--- config.mk ---
export PLATFORM = sky130hd
export DESIGN_NAME = spi_master_tx
export DESIGN_NICKNAME = d
export VERILOG_FILES = /design/src/rtl/spi_pkg.sv /design/src/rtl/spi_clk_div.sv /design/src/rtl/spi_master_tx.sv
export SDC_FILE = /design/constraint.sdc
export NUM_CORES = 1
export LEC_CHECK = 0
export ABC_AREA = 0
export CORE_ASPECT_RATIO = 1.5
export CORE_MARGIN = 2
export CORE_UTILIZATION = 45
export CTS_BUF_LIST = sky130_fd_sc_hd__clkbuf_2 sky130_fd_sc_hd__clkbuf_4 sky130_fd_sc_hd__clkbuf_8
export CTS_CLUSTER_SIZE = 25
export DETAILED_ROUTE_END_ITERATION = 7
export GPL_TIMING_DRIVEN = 0
export PLACE_DENSITY = 0.68
export SLEW_MARGIN = 15
export SYNTH_ARGS = -nofsm -noshare
export SYNTH_HDL_FRONTEND = slang
export SYNTH_SLANG_ARGS = --single-unit
--- constraint.sdc ---
create_clock -name clk -period 3.7 [get_ports clk]
set_input_delay 0.37 -clock clk [delete_from_list [all_inputs] [get_ports clk]]
set_output_delay 0.37 -clock clk [all_outputs]
set_load 0.02 [all_outputs]
--- src/rtl/spi_pkg.sv ---
// Shared frame geometry, FSM encoding and frame packing for the SPI command transmitter.
package spi_pkg;

    localparam int FRAME_BYTES = 7;
    localparam int FRAME_BITS  = FRAME_BYTES * 8;

    localparam int CMD_IDX  = 0;
    localparam int ADDR_IDX = 1;
    localparam int DATA_IDX = 3;

    localparam logic [5:0] LAST_BIT = 6'(FRAME_BITS - 1);

    typedef enum logic [2:0] {
        IDLE,
        LEAD,
        SHIFT,
        TRAIL,
        GAP
    } spi_state_e;

    // Bit 0 of the result is the first bit on the wire (cmd[0]); multi-byte
    // fields land little-endian so an LSB-first shift yields the byte order.
    function automatic logic [FRAME_BITS-1:0] build_frame(
        input logic [7:0]  cmd,
        input logic [15:0] addr,
        input logic [31:0] data
    );
        logic [FRAME_BITS-1:0] frame;
        frame = '0;
        frame[CMD_IDX*8  +: 8]  = cmd;
        frame[ADDR_IDX*8 +: 16] = addr;
        frame[DATA_IDX*8 +: 32] = data;
        return frame;
    endfunction

endpackage

--- src/rtl/spi_clk_div.sv ---
// sck phase generator: one tick every CLK_DIV enabled cycles, alternating
// between rise and fall; held at zero whenever disabled or cleared.
module spi_clk_div #(
    parameter int unsigned CLK_DIV = 4
) (
    input  logic clk,
    input  logic rst,
    input  logic enable,
    input  logic clear,
    output logic rise_tick,
    output logic fall_tick
);

    localparam logic [7:0] RELOAD = 8'(CLK_DIV - 1);

    logic [7:0] cnt_q;
    logic       phase_q;
    logic       tick;

    assign tick      = enable && (cnt_q == RELOAD);
    assign rise_tick = tick && !phase_q;
    assign fall_tick = tick && phase_q;

    always_ff @(posedge clk) begin
        if (rst || clear || !enable) begin
            cnt_q   <= '0;
            phase_q <= 1'b0;
        end else if (cnt_q == RELOAD) begin
            cnt_q   <= '0;
            phase_q <= !phase_q;
        end else begin
            cnt_q <= cnt_q + 8'd1;
        end
    end

endmodule

--- src/rtl/spi_master_tx.sv ---
// SPI mode-0 master that shifts one 56-bit command frame (cmd, addr, data)
// LSB first, framed by cs with a lead-in, trailer and minimum inter-frame gap.
module spi_master_tx
    import spi_pkg::*;
#(
    parameter int unsigned CLK_DIV = 4,
    parameter int unsigned GAP_CYC = 4
) (
    input  logic        clk,
    input  logic        rst,
    input  logic        start,
    input  logic [7:0]  cmd,
    input  logic [15:0] addr,
    input  logic [31:0] data,
    output logic        busy,
    output logic        done,
    output logic        cs,
    output logic        sck,
    output logic        mosi
);

    localparam int unsigned GAP_W = (GAP_CYC > 1) ? $clog2(GAP_CYC) : 1;
    localparam logic [GAP_W-1:0] GAP_LAST = GAP_W'(GAP_CYC - 1);

    spi_state_e            state_q;
    spi_state_e            state_d;
    logic [FRAME_BITS-1:0] shift_q;
    logic [5:0]            bit_cnt_q;
    logic [GAP_W-1:0]      gap_cnt_q;
    logic                  cs_q;
    logic                  sck_q;
    logic                  done_q;
    logic                  div_en;
    logic                  div_clear;
    logic                  rise_tick;
    logic                  fall_tick;

    // Handshake: start is taken only while busy=0 (IDLE); busy then stays high
    // through the frame and the gap, and any start seen while busy is dropped.
    assign busy = (state_q != IDLE);
    assign done = done_q;
    assign cs   = cs_q;
    assign sck  = sck_q;
    assign mosi = shift_q[0];

    // The divider also times LEAD and TRAIL: its first tick after a clear is
    // a "rise" tick, which marks the end of either window.
    assign div_en    = (state_q == LEAD) || (state_q == SHIFT) || (state_q == TRAIL);
    assign div_clear = (state_q == SHIFT) && (state_d != SHIFT);

    spi_clk_div #(
        .CLK_DIV(CLK_DIV)
    ) u_clk_div (
        .clk      (clk),
        .rst      (rst),
        .enable   (div_en),
        .clear    (div_clear),
        .rise_tick(rise_tick),
        .fall_tick(fall_tick)
    );

    always_ff @(posedge clk) begin
        if (rst) begin
            state_q <= IDLE;
        end else begin
            state_q <= state_d;
        end
    end

    always_comb begin
        state_d = state_q;
        case (state_q)
            IDLE:    if (start) state_d = LEAD;
            LEAD:    if (rise_tick) state_d = SHIFT;
            SHIFT:   if (fall_tick && (bit_cnt_q == LAST_BIT)) state_d = TRAIL;
            TRAIL:   if (rise_tick) state_d = GAP;
            GAP:     if (gap_cnt_q == GAP_LAST) state_d = IDLE;
            default: state_d = IDLE;
        endcase
    end

    always_ff @(posedge clk) begin
        if (rst) begin
            shift_q   <= '0;
            bit_cnt_q <= '0;
            gap_cnt_q <= '0;
            cs_q      <= 1'b1;
            sck_q     <= 1'b0;
            done_q    <= 1'b0;
        end else begin
            done_q <= 1'b0;
            case (state_q)
                IDLE: begin
                    if (start) begin
                        shift_q   <= build_frame(cmd, addr, data);
                        bit_cnt_q <= '0;
                        gap_cnt_q <= '0;
                        cs_q      <= 1'b0;
                    end
                end
                LEAD: begin
                    if (rise_tick) sck_q <= 1'b1;
                end
                SHIFT: begin
                    if (rise_tick) sck_q <= 1'b1;
                    if (fall_tick) begin
                        sck_q <= 1'b0;
                        // The last bit is held on mosi through TRAIL.
                        if (bit_cnt_q != LAST_BIT) begin
                            bit_cnt_q <= bit_cnt_q + 6'd1;
                            shift_q   <= {1'b0, shift_q[FRAME_BITS-1:1]};
                        end
                    end
                end
                TRAIL: begin
                    if (rise_tick) begin
                        cs_q    <= 1'b1;
                        shift_q <= '0;
                        done_q  <= 1'b1;
                    end
                end
                GAP: begin
                    gap_cnt_q <= (gap_cnt_q == GAP_LAST) ? '0 : gap_cnt_q + 1'b1;
                end
                default: ;
            endcase
        end
    end

endmodule

==> impl_metrics.env, run 1 <==
export IMPL_status="finished, final reports clean"
export IMPL_p_leak_uw=0.00169
export IMPL_synthSimpleGateAreaFrac_pct=9.09
export IMPL_fmax_mhz=457
export IMPL_grtUsageMet1_pct=24.1
export IMPL_cts_sinks=79
export IMPL_dieArea_mm2=0.00944
export IMPL_cts_tree="yes"
export IMPL_synth_xor_area_share_pct=2.02
export IMPL_drv_cap=0
export IMPL_htree_levels=3
export IMPL_synthFlopType="dfxtp_1"
export IMPL_fin_area_mm2=0.00483
export IMPL_worst_ir_drop_vdd_mv=0.234
export IMPL_dp_cells=563
export IMPL_period_share_pct=59.1
export IMPL_power_uw=1810
export IMPL_hpwl_um=6500
export IMPL_fin_nets=529
export IMPL_synth_seq_area_share_pct=40.6
export IMPL_cp_max_fo=10
export IMPL_setup_violations=0
export IMPL_worstSetupStartpointType="flop"
export IMPL_drc=0
export IMPL_wirelength_um=9130
export IMPL_diodes=0
export IMPL_synth_compound_area_share_pct=38.7
export IMPL_grt_use_met2_pct=34.1
export IMPL_synth_edf_count=0
export IMPL_timing_hold_violations_final=0
export IMPL_path_cells="clkbuf_8 -> nor3_1 -> inv_1 -> clkdlybuf4s50_1"
export IMPL_overflow=0
export IMPL_postSynthCellCount=394
export IMPL_cts_max_path_buffers=2
export IMPL_powerDensity_mw_per_mm2=376
export IMPL_postSynthAreaPerCell_um2=9.89
export IMPL_die_h_um=118
export IMPL_first_pass_iters=5
export IMPL_path_delay_family="buffers and inverters"
export IMPL_r2r_start="u_clk_div.cnt_q[0]"
export IMPL_rows=41
export IMPL_hold_ws_ns=0.480
export IMPL_tns_ns=0
export IMPL_grt_busiest_layer="met2"
export IMPL_grt_pass1_wl_um=15300
export IMPL_r2r_slack_ns=1.60
export IMPL_period_needed_ns=2.19
export IMPL_min_from="shift_q[55]"
export IMPL_fp_coreArea_mm2=0.00841
export IMPL_wl_per_cell_um=15.8
export IMPL_crit_required_ns=3.33
export IMPL_initial_utilization_pct=46.3
export IMPL_slowest_delay_ns=0.56
export IMPL_yosys_area_share_adder_pct=0.963
export IMPL_fin_skew_ns=0.0130
export IMPL_ys_warnings_count=0
export IMPL_io_pins=64
export IMPL_synth_seq_cells=79
export IMPL_viasPerCell=5.80
export IMPL_die_w_um=80.0
export IMPL_synth_top_family_by_area="compound AO/OA/AOI/OAI gates"
export IMPL_track_usage_pct=20.1
export IMPL_post_cts_buffers=0
export IMPL_synthMuxAreaShare_pct=0.578
export IMPL_grt_use_met3_pct=4.45
export IMPL_worst_hold_path_endpoint="shift_q[55]"
export IMPL_drtIter0Drc=141
export IMPL_rsz0062_at_grt="false"
export IMPL_startpoint="state_q[1]"
export IMPL_grt_max_degree=14
export IMPL_regToRegEndpoint="shift_q[13]"
export IMPL_worst_path_max_delay_cell="clkdlybuf4s50_1"
export IMPL_syn_to_final_growth_pct=23.8
export IMPL_holdPathStages=2
export IMPL_port_buffers=62
export IMPL_drive_gt1_share_pct=21.0
export IMPL_relSlewSlack_pct=53.2
export IMPL_gp_congestion=0.788
export IMPL_crit_type="flop to output pin"
export IMPL_async_reset_ff_share_pct=0
export IMPL_cts_hold_buffers=0
export IMPL_synth_distinct_cells=44
export IMPL_place_area_mm2=0.00465
export IMPL_cts_root_buf="clkbuf_8"
export IMPL_ctsResizeCount=0
export IMPL_path_buf_inv=3
export IMPL_numCtsBuffers=9
export IMPL_ant_nets=0
export IMPL_worst_slew_pin_slew_ns=0.702
export IMPL_fin_cells=579
export IMPL_maxSlewViolCount=0
export IMPL_first_global_vias=3317
export IMPL_end_kind="output pin"
export IMPL_cp_arrival_ns=1.82
export IMPL_dr_total_vias=3357
export IMPL_syn_area_mm2=0.00390
export IMPL_clkTransAtPathRegs_ns=0.08
export IMPL_synth_nets=456
export IMPL_clk_insertion_delay_late_ns=0.35
export IMPL_grt_antenna_before_repair=0
export IMPL_rr_worst_depth=8
export IMPL_hold_class="flop to flop"
cell usage after synthesis, types with 2 or more instances:
master,count,share of area (%)
a211oi_1,5,0.96
a211oi_2,50,16
a21oi_1,62,8.0
a22oi_1,55,11
a31oi_1,2,0.32
and3_1,2,0.32
buf_2,8,1.0
buf_6,12,3.5
clkbuf_1,19,1.8
clkbuf_8,3,1.1
dfxtp_1,79,41
ha_1,3,0.96
inv_1,6,0.58
mux2_2,2,0.58
nand2_1,11,1.1
nand2b_1,3,0.48
nand3_1,10,1.3
nand4_1,3,0.48
nor2_1,19,1.8
nor2b_1,2,0.32
nor3_1,2,0.26
nor4_1,2,0.32
o211ai_1,2,0.39
o21ai_0,3,0.39
o41ai_1,2,0.45
or4_1,2,0.39
xnor2_1,4,0.90
xor2_1,5,1.1
state kept, by name (all words and copies together) (netlist names), named ones only:
| register | flops |
|---|---|
| bit_cnt_q | 6 |
| cs | 1 |
| done | 1 |
| gap_cnt_q | 2 |
| shift_q | 56 |
| state_q | 3 |
| u_clk_div.cnt_q | 8 |
| u_clk_div.phase_q | 1 |
layout by cell type, fill, tap and decap left out, drive strengths merged, types with 6 or more instances in the layout:
cell type | Yosys | routed
a211oi | 55 | 55
dfxtp | 79 | 79
clkbuf | 22 | 32
inv | 6 | 6
buf | 21 | 21
nand3 | 11 | 11
nand2 | 11 | 11
nor2 | 19 | 19
clkdlybuf4s50 | 0 | 62
a22oi | 55 | 55
a21oi | 62 | 62
cell families after synthesis:
| group | count (synthesis) |
|---|---|
| AO/OA/AOI/OAI | 187 |
| flip-flops | 79 |
| AND/OR/NAND/NOR | 65 |
| buffers and inverters | 49 |
| XOR/XNOR | 9 |
| adder cells (fa/ha/maj) | 3 |
| multiplexers | 2 |
area by class of cell:
cell class                 instances  area, µm²
buffer                            43        292
clock buffer                      10        138
inverter                           6       22.5
clock inverter                     6       36.3
fill                             764       3590
sequential                        79       1580
timing repair buffer              62        621
tap                              107        134
multi-input combinational        266       2000
per-layer routing:
layer  wire length (µm)  part of all wire, %  vias to the layer above
li1                   -                    -                     1656
met4                151                  1.7                        0
met5                  0                    0                        -
met2               4720                   52                       68
met3                365                  4.0                       14
met1               3890                   43                     1619
tightest hold or removal path, stage by stage, from the launching register on:
cell     delay [ns]
dfxtp_1        0.33
nand2_1        0.05
o21ai_0        0.06
worst max-delay path by stage:
| stage | endpoint | slack (ns) | cells after the start |
|---|---|---|---|
| floorplan | shift_q[10] | 1.80 | 9 |
| global placement | shift_q[33] | 1.44 | 8 |
| detailed placement | shift_q[14] | 1.43 | 8 |
| CTS | busy | 1.48 | 4 |
| global route | shift_q[6] | 1.40 | 8 |
| finish | busy | 1.51 | 4 |
report_power, final:
group	switching (µW)	internal, µW	total (µW)
logic	149	158	307
registers	30.8	909	939
clock network	309	258	567
total	489	1320	1810
metrics by stage:
stage / setup WS (ns) / util (%)
after floorplan: 1.80 / -
after global placement: 1.44 / 55.3
after detailed placement: 1.43 / 55.3
after CTS: 1.48 / 57.4
after global routing: 1.40 / 57.4
final: 1.51 / 57.4
Power figures use the tool's default switching activity.
==> run 2, diff against run 1 <==
--- a/config.mk
+++ b/config.mk
@@ -13,7 +13,7 @@
 export CTS_CLUSTER_SIZE = 25
 export DETAILED_ROUTE_END_ITERATION = 7
 export GPL_TIMING_DRIVEN = 0
-export PLACE_DENSITY = 0.68
+export PLACE_DENSITY = 0.71
 export SLEW_MARGIN = 15
 export SYNTH_ARGS = -nofsm -noshare
 export SYNTH_HDL_FRONTEND = slang
==> constraint.sdc (replaced) <==
create_clock -name clk -period 1.9 [get_ports clk]
set_input_delay 0.19 -clock clk [delete_from_list [all_inputs] [get_ports clk]]
set_output_delay 0.19 -clock clk [all_outputs]
set_load 0.02 [all_outputs]
==> run 2 against run 1 <==
Sequential share of layout area shrank 1.4 points; core utilization grew 2.8 points; register-to-register slack worse by 1.5 ns; die area did not move; global-route usage up 0.40 points; clock power rose by 110%; first-iteration DRC count up 64%; sequential power is 95% higher; largest cell class unchanged.
==> impl_metrics.env, run 2 (synthesis results as in run 1) <==
export IMPL_fin_cells=586
export IMPL_holdPathStages=3
export IMPL_power_frac_clock_pct=32.2
export IMPL_status="finished, final reports clean"
export IMPL_clk_insertion_delay_late_ns=0.36
export IMPL_track_usage_pct=20.5
export IMPL_rsz0062_at_grt="true"
export IMPL_r2r_slack_ns=0.08
export IMPL_end_kind="flop"
export IMPL_first_global_vias=3415
export IMPL_netSwitchingFraction_pct=26.4
export IMPL_grt_max_degree=13
export IMPL_rows=41
export IMPL_p_switching_uw=965
export IMPL_htree_levels=3
export IMPL_clkTransAtPathRegs_ns=0.08
export IMPL_numCtsBuffers=9
export IMPL_cts_max_path_buffers=2
export IMPL_syn_to_final_growth_pct=29.8
export IMPL_crit_type="flop to flop"
export IMPL_comb_power_share_pct=17.9
export IMPL_cts_tree="yes"
export IMPL_r2r_start="u_clk_div.cnt_q[1]"
export IMPL_final_common_cell="dfxtp_1"
export IMPL_port_buffers=62
export IMPL_cts_sinks=79
export IMPL_first_pass_iters=4
export IMPL_gp_congestion=0.793
export IMPL_maxSlewViolCount=0
export IMPL_timing_hold_violations_final=0
export IMPL_io_pins=64
export IMPL_fmax_mhz=550
export IMPL_die_h_um=118
export IMPL_drv_cap=0
export IMPL_cp_max_fo=7
export IMPL_diodes=0
export IMPL_wirelength_um=9360
export IMPL_dr_total_vias=3395
export IMPL_powerDensity_mw_per_mm2=722
export IMPL_regToRegEndpoint="shift_q[11]"
export IMPL_hpwl_um=6420
export IMPL_layout_common_cells="dfxtp_1, a21oi_1, clkdlybuf4s50_1"
export IMPL_drc=0
export IMPL_drtIter0Drc=231
export IMPL_die_w_um=80.0
export IMPL_overflow=0
export IMPL_worst_hold_path_endpoint="shift_q[55]"
export IMPL_crit_required_ns=2.18
export IMPL_fp_coreArea_mm2=0.00841
export IMPL_worstSetupStartpointType="flop"
export IMPL_cp_arrival_ns=2.10
export IMPL_viasPerCell=5.79
export IMPL_top_regs="shift_q (56), u_clk_div.cnt_q (8), bit_cnt_q (6)"
export IMPL_worst_slew_pin_slew_ns=0.701
export IMPL_grt_antenna_before_repair=0
export IMPL_hold_ws_ns=0.455
export IMPL_largest_register_ffs=56
export IMPL_initial_utilization_pct=46.3
export IMPL_ant_nets=0
export IMPL_hold_class="input port to flop"
export IMPL_period_share_pct=95.7
export IMPL_period_needed_ns=1.82
export IMPL_fin_nets=536
export IMPL_cts_root_buf="clkbuf_8"
export IMPL_wl_per_cell_um=16.0
export IMPL_worst_ir_drop_vdd_mv=0.478
export IMPL_grt_pass1_wl_um=15700
export IMPL_p_int_uw=2690
export IMPL_fin_skew_ns=0.0140
export IMPL_rr_worst_depth=8
export IMPL_largest_register="shift_q"
export IMPL_drive_gt1_share_pct=26.1
export IMPL_relSlewSlack_pct=53.3
export IMPL_dieArea_mm2=0.00944
export IMPL_p_leak_uw=0.00180
export IMPL_min_from="data[31]"
export IMPL_seqPwrFrac_pct=50.0
export IMPL_power_uw=3650
export IMPL_dp_cells=563
export IMPL_setup_violations=0
[run 2: how the worst max path moves through the flow]
stage,startpoint,to,slack (ns),depth (start not counted)
floorplan,u_clk_div.cnt_q[0],shift_q[10],0.04,9
global placement,u_clk_div.cnt_q[0],shift_q[5],-0.15,9
detailed placement,u_clk_div.cnt_q[0],shift_q[2],-0.19,9
CTS,u_clk_div.cnt_q[5],shift_q[26],0.006,7
global route,u_clk_div.cnt_q[1],shift_q[16],-0.02,8
finish,u_clk_div.cnt_q[1],shift_q[11],0.08,8
[run 2: cell type report]
class,count,area [µm²]
Fill cell,752,3350
Sequential cell,79,1590
Timing Repair Buffer,70,699
Tap cell,107,134
Buffer,42,372
Multi-Input combinational cell,266,2060
Clock buffer,13,166
Clock inverter,3,17.5
Inverter,6,22.5
[run 2: metrics by stage]
stage          setup slack [ns]  cell area (µm²)  util, %  TNS (ns)
2_1_floorplan            0.0356             3900        -         0
3_3_place_gp             -0.154             4650     55.3     -7.35
3_5_place_dp             -0.191             4650     55.3     -9.30
4_1_cts                 0.00626             4980     59.2         0
5_1_grt                 -0.0191             5060     60.1   -0.0745
6_report                 0.0809             5060     60.1         0
[run 2: layer usage]
layer / vias up / global-route usage (%) / part of all wire (%)
met1: 1633 / 24.0 / 42
met5: - / 0 / 0
li1: 1678 / - / -
met2: 67 / 35.2 / 51
met4: 0 / 8.05 / 2.2
met3: 17 / 4.83 / 4.1
[run 2: power groups by stage]
stage	registers [µW]	clock network (µW)	logic, µW
finish	1830	1180	653
floorplan	1860	0	392
global route	1840	1260	711
global placement	1860	0	588
detailed placement	1870	0	600
CTS	1830	1210	647
[run 2: what timing repair did]
item	in CTS	in global routing
setup buffers	6	1
endpoints found under the setup margin	62	50
hold buffers	0	0
gates resized for setup	25	36
cloned	1	0
pin swaps	3	7
[run 2: critical path, cell delays in order, from the launching register on]
cell and delay, ns:
dfxtp_4 0.35, ha_4 0.15, nor3b_4 0.16, and2_4 0.18, o22a_4 0.25, and2_4 0.15, buf_12 0.14, buf_12 0.13
a211oi_2 0.21
